`src/rtl/rf_write_arbiter_pkg.sv`:
```
// Shared types and defaults for the register-file write arbiter.
// Requester ids double as the round-robin pointer encoding.
package rf_write_arbiter_pkg;

  localparam int DATA_W_DEF = 16;
  localparam int ADDR_W_DEF = 3;

  typedef enum logic {
    REQ_A = 1'b0,
    REQ_B = 1'b1
  } req_id_t;

endpackage

```
`src/rtl/rf_wr_hold.sv`:
```
// One-entry writeback holding buffer.
// A load takes priority over a clear so a draining entry can be refilled.
module rf_wr_hold
  import rf_write_arbiter_pkg::*;
#(
  parameter int DATA_W = DATA_W_DEF,
  parameter int ADDR_W = ADDR_W_DEF
) (
  input  logic              clk,
  input  logic              rst,
  input  logic              load,
  input  logic              clear,
  input  logic [ADDR_W-1:0] in_addr,
  input  logic [DATA_W-1:0] in_data,
  output logic              valid,
  output logic [ADDR_W-1:0] addr,
  output logic [DATA_W-1:0] data
);

  always_ff @(posedge clk or posedge rst) begin
    if (rst) begin
      valid <= 1'b0;
      addr  <= '0;
      data  <= '0;
    end else if (load) begin
      valid <= 1'b1;
      addr  <= in_addr;
      data  <= in_data;
    end else if (clear) begin
      valid <= 1'b0;
    end
  end

endmodule

```
`src/rtl/rf_write_arbiter.sv`:
```
// Round-robin arbiter sharing the register-file write port between ALU and load.
// Define RF_ARB_R0_DROP_EN to silently discard writes to register 0.
module rf_write_arbiter
  import rf_write_arbiter_pkg::*;
#(
  parameter int DATA_W = DATA_W_DEF,
  parameter int ADDR_W = ADDR_W_DEF
) (
  input  logic                 clk,
  input  logic                 rst,
  input  logic                 a_valid,
  output logic                 a_ready,
  input  logic [ADDR_W-1:0]    a_addr,
  input  logic [DATA_W-1:0]    a_data,
  input  logic                 b_valid,
  output logic                 b_ready,
  input  logic [ADDR_W-1:0]    b_addr,
  input  logic [DATA_W-1:0]    b_data,
  output logic                 write_EN,
  output logic [ADDR_W-1:0]    reg_write_add,
  output logic [DATA_W-1:0]    reg_write_data,
  output logic [2**ADDR_W-1:0] pending
);

  localparam int NUM_REGS = 2**ADDR_W;

  logic              hold_a_valid;
  logic [ADDR_W-1:0] hold_a_addr;
  logic [DATA_W-1:0] hold_a_data;
  logic              hold_b_valid;
  logic [ADDR_W-1:0] hold_b_addr;
  logic [DATA_W-1:0] hold_b_data;

  req_id_t rr_ptr;
  req_id_t grant_id;
  logic    any_grant;
  logic    grant_a;
  logic    grant_b;
  logic    keep_a;
  logic    keep_b;
  logic    load_a;
  logic    load_b;

  logic [ADDR_W-1:0] sel_addr;
  logic [DATA_W-1:0] sel_data;

  // Grant depends only on registered state, keeping ready free of valid.
  always_comb begin
    any_grant = 1'b0;
    grant_id  = REQ_A;
    if (hold_a_valid && hold_b_valid) begin
      any_grant = 1'b1;
      grant_id  = rr_ptr;
    end else if (hold_a_valid) begin
      any_grant = 1'b1;
      grant_id  = REQ_A;
    end else if (hold_b_valid) begin
      any_grant = 1'b1;
      grant_id  = REQ_B;
    end
  end

  assign grant_a = any_grant && (grant_id == REQ_A);
  assign grant_b = any_grant && (grant_id == REQ_B);

  assign a_ready = ~hold_a_valid | grant_a;
  assign b_ready = ~hold_b_valid | grant_b;

`ifdef RF_ARB_R0_DROP_EN
  assign keep_a = (a_addr != '0);
  assign keep_b = (b_addr != '0);
`else
  assign keep_a = 1'b1;
  assign keep_b = 1'b1;
`endif

  assign load_a = a_valid && a_ready && keep_a;
  assign load_b = b_valid && b_ready && keep_b;

  rf_wr_hold #(
    .DATA_W (DATA_W),
    .ADDR_W (ADDR_W)
  ) u_hold_a (
    .clk     (clk),
    .rst     (rst),
    .load    (load_a),
    .clear   (grant_a),
    .in_addr (a_addr),
    .in_data (a_data),
    .valid   (hold_a_valid),
    .addr    (hold_a_addr),
    .data    (hold_a_data)
  );

  rf_wr_hold #(
    .DATA_W (DATA_W),
    .ADDR_W (ADDR_W)
  ) u_hold_b (
    .clk     (clk),
    .rst     (rst),
    .load    (load_b),
    .clear   (grant_b),
    .in_addr (b_addr),
    .in_data (b_data),
    .valid   (hold_b_valid),
    .addr    (hold_b_addr),
    .data    (hold_b_data)
  );

  assign sel_addr = grant_b ? hold_b_addr : hold_a_addr;
  assign sel_data = grant_b ? hold_b_data : hold_a_data;

  always_ff @(posedge clk or posedge rst) begin
    if (rst) begin
      rr_ptr <= REQ_A;
    end else if (any_grant) begin
      rr_ptr <= (grant_id == REQ_A) ? REQ_B : REQ_A;
    end
  end

  always_ff @(posedge clk or posedge rst) begin
    if (rst) begin
      write_EN       <= 1'b0;
      reg_write_add  <= '0;
      reg_write_data <= '0;
    end else begin
      write_EN <= any_grant;
      if (any_grant) begin
        reg_write_add  <= sel_addr;
        reg_write_data <= sel_data;
      end
    end
  end

  always_comb begin
    pending = '0;
    if (hold_a_valid) pending[hold_a_addr] = 1'b1;
    if (hold_b_valid) pending[hold_b_addr] = 1'b1;
    if (write_EN)     pending[reg_write_add] = 1'b1;
  end

endmodule

```
`config.mk`:
```
export PLATFORM = sky130hd
export DESIGN_NAME = rf_write_arbiter
export DESIGN_NICKNAME = d
export VERILOG_FILES = /design/src/rtl/rf_write_arbiter_pkg.sv /design/src/rtl/rf_wr_hold.sv /design/src/rtl/rf_write_arbiter.sv
export SDC_FILE = /design/constraint.sdc
export NUM_CORES = 1
export LEC_CHECK = 0
export BUFFER_PORTS_ARGS = -buffer_cell sky130_fd_sc_hd__buf_4
export CELL_PAD_IN_SITES_DETAIL_PLACEMENT = 1
export CELL_PAD_IN_SITES_GLOBAL_PLACEMENT = 1
export CORE_ASPECT_RATIO = 1.2
export CORE_MARGIN = 5
export CORE_UTILIZATION = 39
export CTS_CLUSTER_SIZE = 16
export DETAILED_ROUTE_END_ITERATION = 7
export PLACE_DENSITY = 0.87
export SLEW_MARGIN = 5
export SYNTH_ARGS = -nofsm -noshare
export SYNTH_HDL_FRONTEND = slang
export SYNTH_HIERARCHICAL = 1
export SYNTH_SLANG_ARGS = --single-unit
```
`constraint.sdc`:
```
create_clock -name clk -period 1.6 [get_ports clk]
set_clock_uncertainty 0.15 [all_clocks]
set_input_delay 0.16 -clock clk [delete_from_list [all_inputs] [get_ports clk]]
set_output_delay 0.16 -clock clk [all_outputs]
set_load 0.02 [all_outputs]
```
# Word level (Yosys, flattened, before mapping)
# Index checks and enable logic that the tools add are counted.
totals:
  word_cells: 54
  inputBits: 42
  output_inout_bits: 30
  regBits: 61
op_classes:
  n_bitwise: 7
  mux: 21
  magnitude_cmp: 6
  n_reduce_logical: 10
ops:
  columns: ["operator", "count"]
  rows:
  - ["2-to-1 mux 8 bit", 3]
  - ["2-to-1 mux 16 bit", 1]
  - ["bitwise OR 8 bit", 2]
  - ["2-to-1 mux 1 bit", 13]
  - ["less-than comparator 3 x 4 -> 1 bit, second input constant", 3]
  - ["demux 1 bit (select 3 bit)", 3]
  - [">= comparator 3 x 1 -> 1 bit, second input constant", 3]
  - ["logical AND 1 bit", 8]
  - ["nonzero test 2 bit", 2]
  - ["2-to-1 mux 3 bit", 1]
  - ["inverter 1 bit", 3]
  - ["bitwise OR 1 bit", 2]

# Depth between registers and ports, before layout
# Gate-level depths: netlist (run 1).
depth:
  ltp_word: 9
  mapped_depth: 7

# Modules after synthesis
# Netlist (run 1), hierarchy kept.
modules_own_cells:
  columns: ["module", "cells_each", "instances", "area_per_inst_um2", "seq_area_each_um2"]
  rows:
  - ["rf_wr_hold", 44, 2, 823.3, 500.5]
  - ["rf_write_arbiter", 154, 1, 1506.4, 525.5]

# Worst setup path before layout (run 1)
# Ideal clock, no wire load.
synth_timing:
  path_kind: "reg-to-reg"
  start: "reg rr_ptr"
  end: "reg u_hold_b.addr[0]"
  n_path_buf: 3
  stages_incl_launch_ff: 8
  period_less_slack_ns: 1.811
  arrival_time_ns: 1.536
  setup_slack_ns: -0.211
  path_cell_list: "dfrtp_1 -> buf_2 -> buf_4 -> inv_1 -> nand3_2 -> and2_1 -> buf_6 -> mux2_4"
synth_via:
  elab_chain_len: 4
synth_lines:
  columns: ["element", "line", "text"]
  rows:
  - ["start: declaration", "rf_write_arbiter.sv:34", "req_id_t rr_ptr;"]
  - ["start signal: assignment", "rf_write_arbiter.sv:117", "rr_ptr <= (grant_id == REQ_A) ? REQ_B : REQ_A;"]
  - ["2-to-1 mux 1 bit", "rf_write_arbiter.sv:51", "if (hold_a_valid && hold_b_valid) begin"]
  - ["logical AND 1 bit", "rf_write_arbiter.sv:64", "assign grant_b = any_grant && (grant_id == REQ_B);"]
  - ["bitwise OR 1 bit", "rf_write_arbiter.sv:67", "assign b_ready = ~hold_b_valid | grant_b;"]
  - ["net b_ready", "rf_write_arbiter.sv:16", "output logic b_ready,"]
  - ["logical AND 1 bit", "rf_write_arbiter.sv:78", "assign load_b = b_valid && b_ready && keep_b;"]
  - ["net load_b", "rf_write_arbiter.sv:42", "logic load_b;"]
  - ["end signal: assignment", "rf_wr_hold.sv:27", "addr <= in_addr;"]
  - ["end: declaration", "rf_wr_hold.sv:16", "output logic [ADDR_W-1:0] addr,"]
# The timed path passes the listed nets, and every way through them passes these cells.
# A chain may end at the register's enable or synchronous reset.

# Worst setup path after layout (run 1)
layout_timing:
  start: "reg u_hold_a.valid"
  end: "reg reg_write_data[5]"
layout_via:
  elab_chain_len: 4
layout_lines:
  columns: ["element", "line", "text"]
  rows:
  - ["start: declaration", "rf_wr_hold.sv:15", "output logic valid,"]
  - ["start signal: assignment", "rf_wr_hold.sv:22", "valid <= 1'b0;"]
  - ["start signal: assignment", "rf_wr_hold.sv:26", "valid <= 1'b1;"]
  - ["start signal: assignment", "rf_wr_hold.sv:30", "valid <= 1'b0;"]
  - ["2-to-1 mux 1 bit / logical AND 1 bit (equally long branches)", "rf_write_arbiter.sv:54, rf_write_arbiter.sv:51", null]
  - ["2-to-1 mux 1 bit", "rf_write_arbiter.sv:51", null]
  - ["logical AND 1 bit", "rf_write_arbiter.sv:64", null]
  - ["2-to-1 mux 16 bit", "rf_write_arbiter.sv:111", "assign sel_data = grant_b ? hold_b_data : hold_a_data;"]
  - ["end signal: assignment", "rf_write_arbiter.sv:130", "reg_write_data <= sel_data;"]
  - ["end: declaration", "rf_write_arbiter.sv:21", "output logic [DATA_W-1:0] reg_write_data,"]
# Several ways; a longest one is shown, not always the timed one.

==> results.sh, run 1 <==
export IMPL_synth_distinct_cells=43
export IMPL_finalWirelength_mm=11.9
export IMPL_tns_ns=-6.51
export IMPL_synthTopCellsByArea="dfrtp_1 48%, mux2_4 18%, mux2i_1 5.1%"
export IMPL_p_seq_share_pct=26.5
export IMPL_antenna_found_initial=0
export IMPL_min_path_type="input pin to async pin"
export IMPL_cp_data_required_time_ns=1.67
export IMPL_peakVddDrop_v=0.00107
export IMPL_synthArstFlopShare_pct=100
export IMPL_ys_seq_elements=61
export IMPL_chipHeight_um=108
export IMPL_final_cell_mix="94 x buf_4, 55 x dfrtp_1, 39 x dlygate4sd3_1"
export IMPL_maxSlewHeadroom_pct=73.2
export IMPL_setup_viol=55
export IMPL_port_buffers=71
export IMPL_finalNonFillerCells=498
export IMPL_routed_via_count=2759
export IMPL_final_common_cell="buf_4"
export IMPL_area_growth_pct=58.7
export IMPL_p_switching_w=0.00440
export IMPL_power_frac_comb_pct=58.8
export IMPL_fmax_mhz=544
export IMPL_cp_startpoint="u_hold_a/valid"
export IMPL_period_share_pct=115
export IMPL_cts_root_buffer="clkbuf_8"
export IMPL_diodes=0
export IMPL_leakagePower_nw=2.44
export IMPL_avgRoutedWirePerCell_um=24.0
export IMPL_first_global_vias=3073
export IMPL_ios=72
export IMPL_setup_ws_ns=-0.239
export IMPL_initial_core_util_pct=39.3
export IMPL_rrSetupSlack_ns=-0.24
export IMPL_hold_ws_ns=0.209
export IMPL_hpwl_mm=6.55
export IMPL_crit_slowest_cell="dfrtp_2"
export IMPL_dp_cells=424
export IMPL_violations="negative setup slack"
export IMPL_layout_min_cycle_time_ns=1.84
export IMPL_r2r_start="u_hold_a/valid"
export IMPL_pre_cts_ws_ns=-0.0458
export IMPL_finalHoldViolCount=0
export IMPL_cp_common_cell="buf_12"
export IMPL_drtIter0Drc=136
export IMPL_syn_nets=284
export IMPL_tightest_slew_ns=0.402
export IMPL_synth_ff_type="dfrtp_1"
export IMPL_synth_edff_count=0
export IMPL_h_tree_depth=3
export IMPL_swShare_pct=40.1
export IMPL_netlist_instances=242
export IMPL_grt_pass1_wl_mm=17.2
export IMPL_p_int_w=0.00657
export IMPL_cts_path_max_buffers=2
export IMPL_status="finished, violations left"
export IMPL_drv_cap=0
export IMPL_numCtsBuffers=9
export IMPL_cp_arrival_ns=1.91
export IMPL_clkSinkCount=61
export IMPL_drc_errors=0
export IMPL_timing_final_max_slew_violations=0
export IMPL_syn_avg_cell_area_um2=13.0
export IMPL_path_cells="buf_4 > buf_8 > buf_12 > buf_12 > and3b_2 > a31oi_1 > o21ai_1"
export IMPL_cts_tree="done"
export IMPL_synth_warning_count=6
export IMPL_die_w_um=92.1
export IMPL_rsz0062_at_grt="yes"
export IMPL_core_area_mm2=0.00802
export IMPL_layout_drive_gt1_share_pct=54.8
export IMPL_track_usage_pct=22.9
export IMPL_via_per_inst=5.54
export IMPL_layout_nets=440
export IMPL_max_stage_delay_ns=0.43
export IMPL_drtAntennaViolNets=0
export IMPL_synth_top_cell_area_share_pct=48.4
export IMPL_rows=36
export IMPL_path_clk_slew_ns=0.08
export IMPL_insertion_delay_ns=0.35
export IMPL_gp_congestion=0.909
export IMPL_reg2reg_to="reg_write_data[5]"
export IMPL_start_kind="register"
export IMPL_ys_seq_area_share_pct=48.4
export IMPL_cp_end_kind="register"
export IMPL_total_power_w=0.0110
export IMPL_yosysTopAreaCell="dfrtp_1"
export IMPL_worstPathMaxFanout=10
export IMPL_p_clk_share_pct=14.7
export IMPL_netlist_area_mm2=0.00315
export IMPL_grt_max_degree=18
export IMPL_grt_ovfl_total=0
export IMPL_power_density_mw_per_mm2=2190
export IMPL_worstSetupPathType="register to register"
export IMPL_first_pass_iters=4
export IMPL_dieArea_mm2=0.00999
export IMPL_ff2ff_path_depth=7
==> stage by stage <==
step                      util, %  instance area (um^2)
after CTS                    59.4                  4760
final                        62.4                  5000
after detailed placement     49.3                  3950
after global routing         62.4                  5000
after floorplan                 -                  3190
after global placement       49.3                  3950
==> kinds of logic after synthesis <==
| kind of cell | after synthesis | synth area share (%) |
|---|---|---|
| DFF | 61 | 48.4 |
| muxes | 56 | 23.9 |
| and+or+nand+nor | 52 | 11.9 |
| AOI/OAI and AO/OA | 48 | 9.72 |
| buffers and inverters | 25 | 6.07 |
==> how the worst max path moves through the flow <==
stage	endpoint	slack, ns	depth (start not counted)
after floorplan	u_hold_b/addr[0]	-0.09	6
after global placement	u_hold_a/data[15]	-0.008	5
after detailed placement	u_hold_a/data[4]	-0.05	5
after CTS	pending[0]	-0.21	5
after global routing	reg_write_data[5]	-0.28	7
final	reg_write_data[5]	-0.24	7
==> cell type report <==
type | instances | area [um^2]
Sequential cell | 61 | 1530
Multi-Input combinational cell | 156 | 1590
Fill cell | 788 | 3020
Timing Repair Buffer | 162 | 1500
Tap cell | 95 | 119
Inverter | 8 | 32.5
Clock inverter | 4 | 70.1
Clock buffer | 12 | 155
==> flip-flops by register name, indices dropped and copies added (netlist names) <==
name            count
rr_ptr              1
u_hold_b/valid      1
u_hold_b/data      16
write_EN            1
u_hold_a/data      16
reg_write_data     16
u_hold_b/addr       3
u_hold_a/valid      1
u_hold_a/addr       3
reg_write_add       3
==> power groups by stage <==
stage	sequential, W	clock, W	combinational [W]
6_report	0.00291	0.00161	0.00645
5_1_grt	0.00298	0.00170	0.00677
3_3_place_gp	0.00283	0	0.00474
4_1_cts	0.00282	0.00159	0.00557
2_1_floorplan	0.00299	0	0.00309
3_5_place_dp	0.00286	0	0.00494
==> worst max-delay path: cells and delay by family, from the launching register on <==
family	cells	cell delay, ns
compound gates	2	0.37
buf+inv	4	0.57
flops	1	0.43
simple gates	1	0.21
==> routing by layer <==
metal  up-vias  global-route usage [%]  part of all wire [%]
met5         -                       0                     0
met4         0                    11.4                   4.6
met3        39                    3.62                   3.8
met2       115                    41.1                    52
met1      1405                    26.4                    39
li1       1200                       -                     -
==> synth_stat cells, types with 2 or more instances <==
cell and count:
a21o_1 2, and3b_2 6, buf_2 3, buf_12 2, mux2i_1 16, o22ai_1 2
o311ai_0 3, nor2b_1 2, nand3b_1 4, buf_4 3, o21ai_1 16, inv_1 8
dfrtp_1 61, nand4b_1 2, nor2_1 3, a31oi_1 16, nand3_2 2, mux2_4 38
mux2_2 2, nand3_1 7, and3b_1 10, a21oi_1 2, nand2_1 5, and2_1 3
buf_6 6
==> what timing repair did <==
action                                 CTS  global route
gates resized for setup                 28            35
hold buffers                            39             0
setup endpoints to repair               35            66
gates cloned                             1             0
endpoints found under the hold margin   87             0
setup buffers                            8            10
pin swaps                                7             5
(Power assumes the default switching activity.)
==> run 2: changes to the inputs <==
CTS_BUF_LIST = sky130_fd_sc_hd__clkbuf_16   (was not set)
==> run 2 against run 1 <==
The run still ends with negative setup slack left. First-iteration DRC count grew 7.4%. Critical path depth decreased by 2. Flip-flop and latch count unchanged. Cell area is 1.5% higher. Wire length increased by 11%. Clock power increased by 28%. Non-clock buffer count increased by 1. Die area is the same. Sequential power rose by 1%. Setup slack improved by 0.023 ns.
==> results.sh, run 2 (synthesized netlist as in run 1, its figures left out) <==
export IMPL_status="finished, violations left"
export IMPL_violations="negative setup slack"
export IMPL_final_common_cell="buf_4"
export IMPL_p_switching_w=0.00466
export IMPL_power_frac_comb_pct=56.9
export IMPL_numCtsBuffers=9
export IMPL_drc_errors=0
export IMPL_tightest_slew_ns=0.373
export IMPL_insertion_delay_ns=0.34
export IMPL_rsz0062_at_grt="yes"
export IMPL_routed_via_count=2866
export IMPL_timing_final_max_slew_violations=0
export IMPL_leakagePower_nw=2.47
export IMPL_fillers=772
export IMPL_clkSinkCount=61
export IMPL_finalNonFillerCells=499
export IMPL_first_pass_iters=4
export IMPL_layout_drive_gt1_share_pct=55.0
export IMPL_final_cell_mix="97 x buf_4, 55 x dfrtp_1, 39 x dlygate4sd3_1"
export IMPL_layout_nets=441
export IMPL_drtAntennaViolNets=0
export IMPL_drtIter0Drc=146
export IMPL_layout_min_cycle_time_ns=1.82
export IMPL_fmax_mhz=551
export IMPL_grt_pass1_wl_mm=17.9
export IMPL_multiInputGateArea_mm2=0.00159
export IMPL_finalHoldViolCount=0
export IMPL_drv_cap=0
export IMPL_core_area_mm2=0.00802
export IMPL_grt_use_met2_pct=44.3
export IMPL_p_clk_share_pct=17.7
export IMPL_hpwl_mm=6.55
export IMPL_diodes=0
export IMPL_reg_top3="reg_write_data: 16 flops, u_hold_a/data: 16 flops, u_hold_b/data: 16 flops"
export IMPL_path_clk_slew_ns=0.06
export IMPL_cts_tree="done"
export IMPL_grt_use_met1_pct=27.5
export IMPL_cts_path_max_buffers=2
export IMPL_power_density_mw_per_mm2=2290
export IMPL_chipHeight_um=108
export IMPL_area_growth_pct=61.0
export IMPL_worstSetupPathType="register to output port"
export IMPL_initial_core_util_pct=39.3
export IMPL_die_w_um=92.1
export IMPL_peakVddDrop_v=0.00125
export IMPL_p_seq_share_pct=25.4
export IMPL_swShare_pct=40.1
export IMPL_setup_ws_ns=-0.216
export IMPL_pre_cts_ws_ns=-0.0458
export IMPL_grt_util_met3_pct=3.27
export IMPL_hold_ws_ns=0.226
export IMPL_grt_busiest_layer="met2"
export IMPL_start_kind="register"
export IMPL_track_usage_pct=23.9
export IMPL_seqCellArea_mm2=0.00153
export IMPL_min_path_type="input pin to async pin"
export IMPL_grt_ovfl_total=0
export IMPL_setup_viol=59
export IMPL_grt_max_degree=18
export IMPL_worstPathMaxFanout=5
export IMPL_h_tree_depth=3
export IMPL_p_int_w=0.00696
export IMPL_dp_cells=424
export IMPL_dieArea_mm2=0.00999
export IMPL_first_global_vias=3081
export IMPL_finalWirelength_mm=13.2
export IMPL_period_share_pct=114
export IMPL_cts_root_buffer="clkbuf_16"
export IMPL_ios=72
export IMPL_maxSlewHeadroom_pct=75.1
export IMPL_antenna_found_initial=0
export IMPL_cp_data_required_time_ns=1.29
export IMPL_port_buffers=71
export IMPL_avgRoutedWirePerCell_um=26.5
export IMPL_via_per_inst=5.74
export IMPL_tns_ns=-6.64
export IMPL_rows=36
export IMPL_cp_end_kind="output port"
export IMPL_gp_congestion=0.909
export IMPL_cp_arrival_ns=1.51
==> run 2: worst max-delay path: stages, from the launching register on <==
cell and delay, ns:
dfrtp_1 0.39, buf_6 0.14, and2b_2 0.25, a22oi_2 0.17
nand2_1 0.09, buf_6 0.13
==> run 2: power by group through the flow <==
stage	logic, W	clock network (W)	registers [W]
2_1_floorplan	0.00309	0	0.00299
3_3_place_gp	0.00474	0	0.00283
3_5_place_dp	0.00494	0	0.00286
4_1_cts	0.00564	0.00204	0.00285
5_1_grt	0.00692	0.00214	0.00301
6_report	0.00661	0.00206	0.00295
==> run 2: routing by layer <==
layer  wire [um]  up-vias
met4         532        0
met3         436       48
met2        7180      121
met1        5100     1493
li1            -     1204
met5           0        -
==> run 2: area by class of cell <==
class | count | share of cell area [%]
inverter | 8 | 0.641
tap | 95 | 2.34
clock buffer | 9 | 4.44
sequential | 61 | 30.2
timing repair buffer | 163 | 29.5
multi-input combinational | 156 | 31.2
clock inverter | 7 | 1.60
==> run 2: path summary, 6_finish.rpt <==
path                                        start                 to  slack [ns]  cells after the start
worst max register to register     u_hold_a/valid   u_hold_a/data[4]       -0.18                      6
worst max-delay path               u_hold_b/valid         pending[0]       -0.22                      5
worst min register to register  u_hold_b/data[13]  u_hold_b/data[13]        0.37                      1
min in group clk                          b_valid     u_hold_b/valid        0.23                      4
max in group asynchronous                     rst   u_hold_b/addr[2]        0.49                      4
worst min-delay path                          rst   u_hold_a/addr[0]        0.23                      3
==> run 2: metrics by stage <==
stage / area (um^2) / total power [W] / utilization [%]
2_1_floorplan: 3190 / 0.00608 / -
3_3_place_gp: 3950 / 0.00757 / 49.3
3_5_place_dp: 3950 / 0.00781 / 49.3
4_1_cts: 4850 / 0.0105 / 60.5
5_1_grt: 5080 / 0.0121 / 63.3
6_report: 5080 / 0.0116 / 63.3
==> run 2: repair_timing <==
item | CTS | global route
hold endpoints to repair | 87 | 0
pin swaps | 6 | 4
hold buffers | 39 | 0
buffers inserted | 9 | 10
setup endpoints to repair | 33 | 66
resized for setup | 29 | 30
gates cloned | 1 | 1
==> run 3: changes to the inputs <==
CORE_MARGIN = not set   (was 5)
==> run 3 against run 2 <==
The run ends with design-rule violations, negative setup slack left. Combinational power shrank 4.8%. Setup slack lost 0.053 ns. Die area shrank 15%. Core utilization grew 0.42 points. Critical path depth grew 1. Cell count shrank 1.8%. Critical path type unchanged. Critical endpoint is now pending[6]. Largest cell class unchanged.
==> results.sh, run 3 (synthesized netlist as in run 1, its figures left out) <==
export IMPL_status="finished, violations left"
export IMPL_violations="design-rule violations, negative setup slack"
export IMPL_fin_util_pct=63.7
export IMPL_pre_cts_ws_ns=0.0322
export IMPL_grt_max_degree=27
export IMPL_tns_ns=-1.75
export IMPL_cp_data_required_time_ns=1.29
export IMPL_power_density_mw_per_mm2=2260
export IMPL_drc_errors=4
export IMPL_cts_path_max_buffers=2
export IMPL_first_pass_iters=6
export IMPL_hold_ws_ns=0.241
export IMPL_drtIter0Drc=130
export IMPL_h_tree_depth=3
export IMPL_ios=72
export IMPL_hpwl_mm=6.00
export IMPL_area_growth_pct=56.7
export IMPL_finalWirelength_mm=12.4
export IMPL_fmax_mhz=535
export IMPL_max_stage_delay_ns=0.40
export IMPL_setup_ws_ns=-0.269
export IMPL_grt_pass1_wl_mm=17.6
export IMPL_rsz0062_at_grt="yes"
export IMPL_final_cell_mix="99 x buf_4, 55 x dfrtp_1, 39 x dlygate4sd3_1"
export IMPL_rows=35
export IMPL_peakVddDrop_v=0.000961
export IMPL_path_cells="buf_6 > and2b_2 > buf_4 > nand3_2 > nand3_2 > buf_6"
export IMPL_fillers=759
export IMPL_dieArea_mm2=0.00845
export IMPL_setup_viol=19
export IMPL_cts_root_buffer="clkbuf_16"
export IMPL_cp_end_kind="output port"
export IMPL_antenna_found_initial=0
export IMPL_drtAntennaViolNets=0
export IMPL_final_common_cell="buf_4"
export IMPL_cp_arrival_ns=1.56
export IMPL_cp_num_buf_inv=3
export IMPL_cts_tree="done"
export IMPL_layout_drive_gt1_share_pct=54.0
export IMPL_period_share_pct=117
export IMPL_track_usage_pct=28.5
export IMPL_maxSlewHeadroom_pct=67.4
export IMPL_clkSinkCount=61
export IMPL_first_global_vias=3018
export IMPL_critical_path_top_delay_family="buffers and inverters"
export IMPL_reg_top3="reg_write_data: 16 flops, u_hold_a/data: 16 flops, u_hold_b/data: 16 flops"
export IMPL_numCtsBuffers=9
export IMPL_worstPathMaxFanout=5
export IMPL_die_w_um=84.1
export IMPL_leakagePower_nw=2.41
export IMPL_start_kind="register"
export IMPL_chipHeight_um=100
export IMPL_worstSetupPathType="register to output port"
export IMPL_insertion_delay_ns=0.33
export IMPL_path_clk_slew_ns=0.05
export IMPL_tightest_slew_ns=0.489
export IMPL_port_buffers=71
export IMPL_grt_ovfl_total=0
export IMPL_diodes=0
export IMPL_gp_congestion=0.901
export IMPL_timing_final_max_slew_violations=0
export IMPL_avgRoutedWirePerCell_um=25.3
export IMPL_via_per_inst=5.69
export IMPL_layout_nets=435
export IMPL_core_area_mm2=0.00775
export IMPL_initial_core_util_pct=40.7
export IMPL_routed_via_count=2789
export IMPL_drv_cap=0
export IMPL_crit_slowest_cell="dfrtp_1"
export IMPL_layout_min_cycle_time_ns=1.87
export IMPL_finalHoldViolCount=0
export IMPL_min_path_type="input pin to register"
==> run 3: layout make-up <==
cell class                      count  area [um^2]  share of cell area [%]
Multi-Input combinational cell    156         1590                    32.2
Sequential cell                    61         1530                    31.0
Timing Repair Buffer              157         1390                    28.1
Clock buffer                        9          225                    4.56
Tap cell                           92          115                    2.33
Clock inverter                      7         58.8                    1.19
Inverter                            8         32.5                   0.658
==> run 3: per-stage QoR <==
| stage | total power, W | cells | cell area (um^2) |
|---|---|---|---|
| 2_1_floorplan | 0.00608 | 242 | 3190 |
| 5_1_grt | 0.0116 | 490 | 4940 |
| 4_1_cts | 0.0102 | 480 | 4740 |
| 6_report | 0.0112 | 490 | 4940 |
| 3_5_place_dp | 0.00775 | 416 | 3920 |
| 3_3_place_gp | 0.00750 | 416 | 3920 |
==> run 3: worst paths after layout <==
kind | slack (ns) | to | start | cells after the start
worst max-delay path | -0.27 | pending[6] | u_hold_b/valid | 6
worst min register to register | 0.38 | u_hold_b/data[15] | u_hold_b/data[15] | 1
max in group asynchronous | 0.39 | rr_ptr | rst | 4
min in group asynchronous | 0.26 | u_hold_b/data[6] | rst | 3
worst max register to register | -0.02 | u_hold_a/data[13] | u_hold_b/valid | 5
worst min-delay path | 0.24 | u_hold_b/valid | b_valid | 4
==> run 3: power by group <==
part	switching [W]	total, W	internal [W]
registers	0.000707	0.00297	0.00226
clock network	0.000727	0.00191	0.00118
logic	0.00316	0.00629	0.00314
==> run 3: tightest hold or removal path, cell delays in order <==
cell	delay, ns
buf_4	0.09
and2_4	0.17
buf_12	0.16
a21o_1	0.10
==> run 3: routing by layer <==
metal  track usage [%]  up-vias  part of all wire [%]
met2              48.7      108                    50
met5                 0        -                     0
met1              34.2     1449                    41
li1                  -     1194                     -
met3              6.22       38                   4.1
met4              14.2        0                   4.0
==> run 3: repair_timing <==
| item | in CTS | in global routing |
|---|---|---|
| gates resized for setup | 21 | 27 |
| buffers inserted | 9 | 11 |
| pin swaps | 5 | 6 |
| hold buffers | 39 | 0 |
| hold endpoints to repair | 74 | 0 |
| setup endpoints to repair | 10 | 30 |
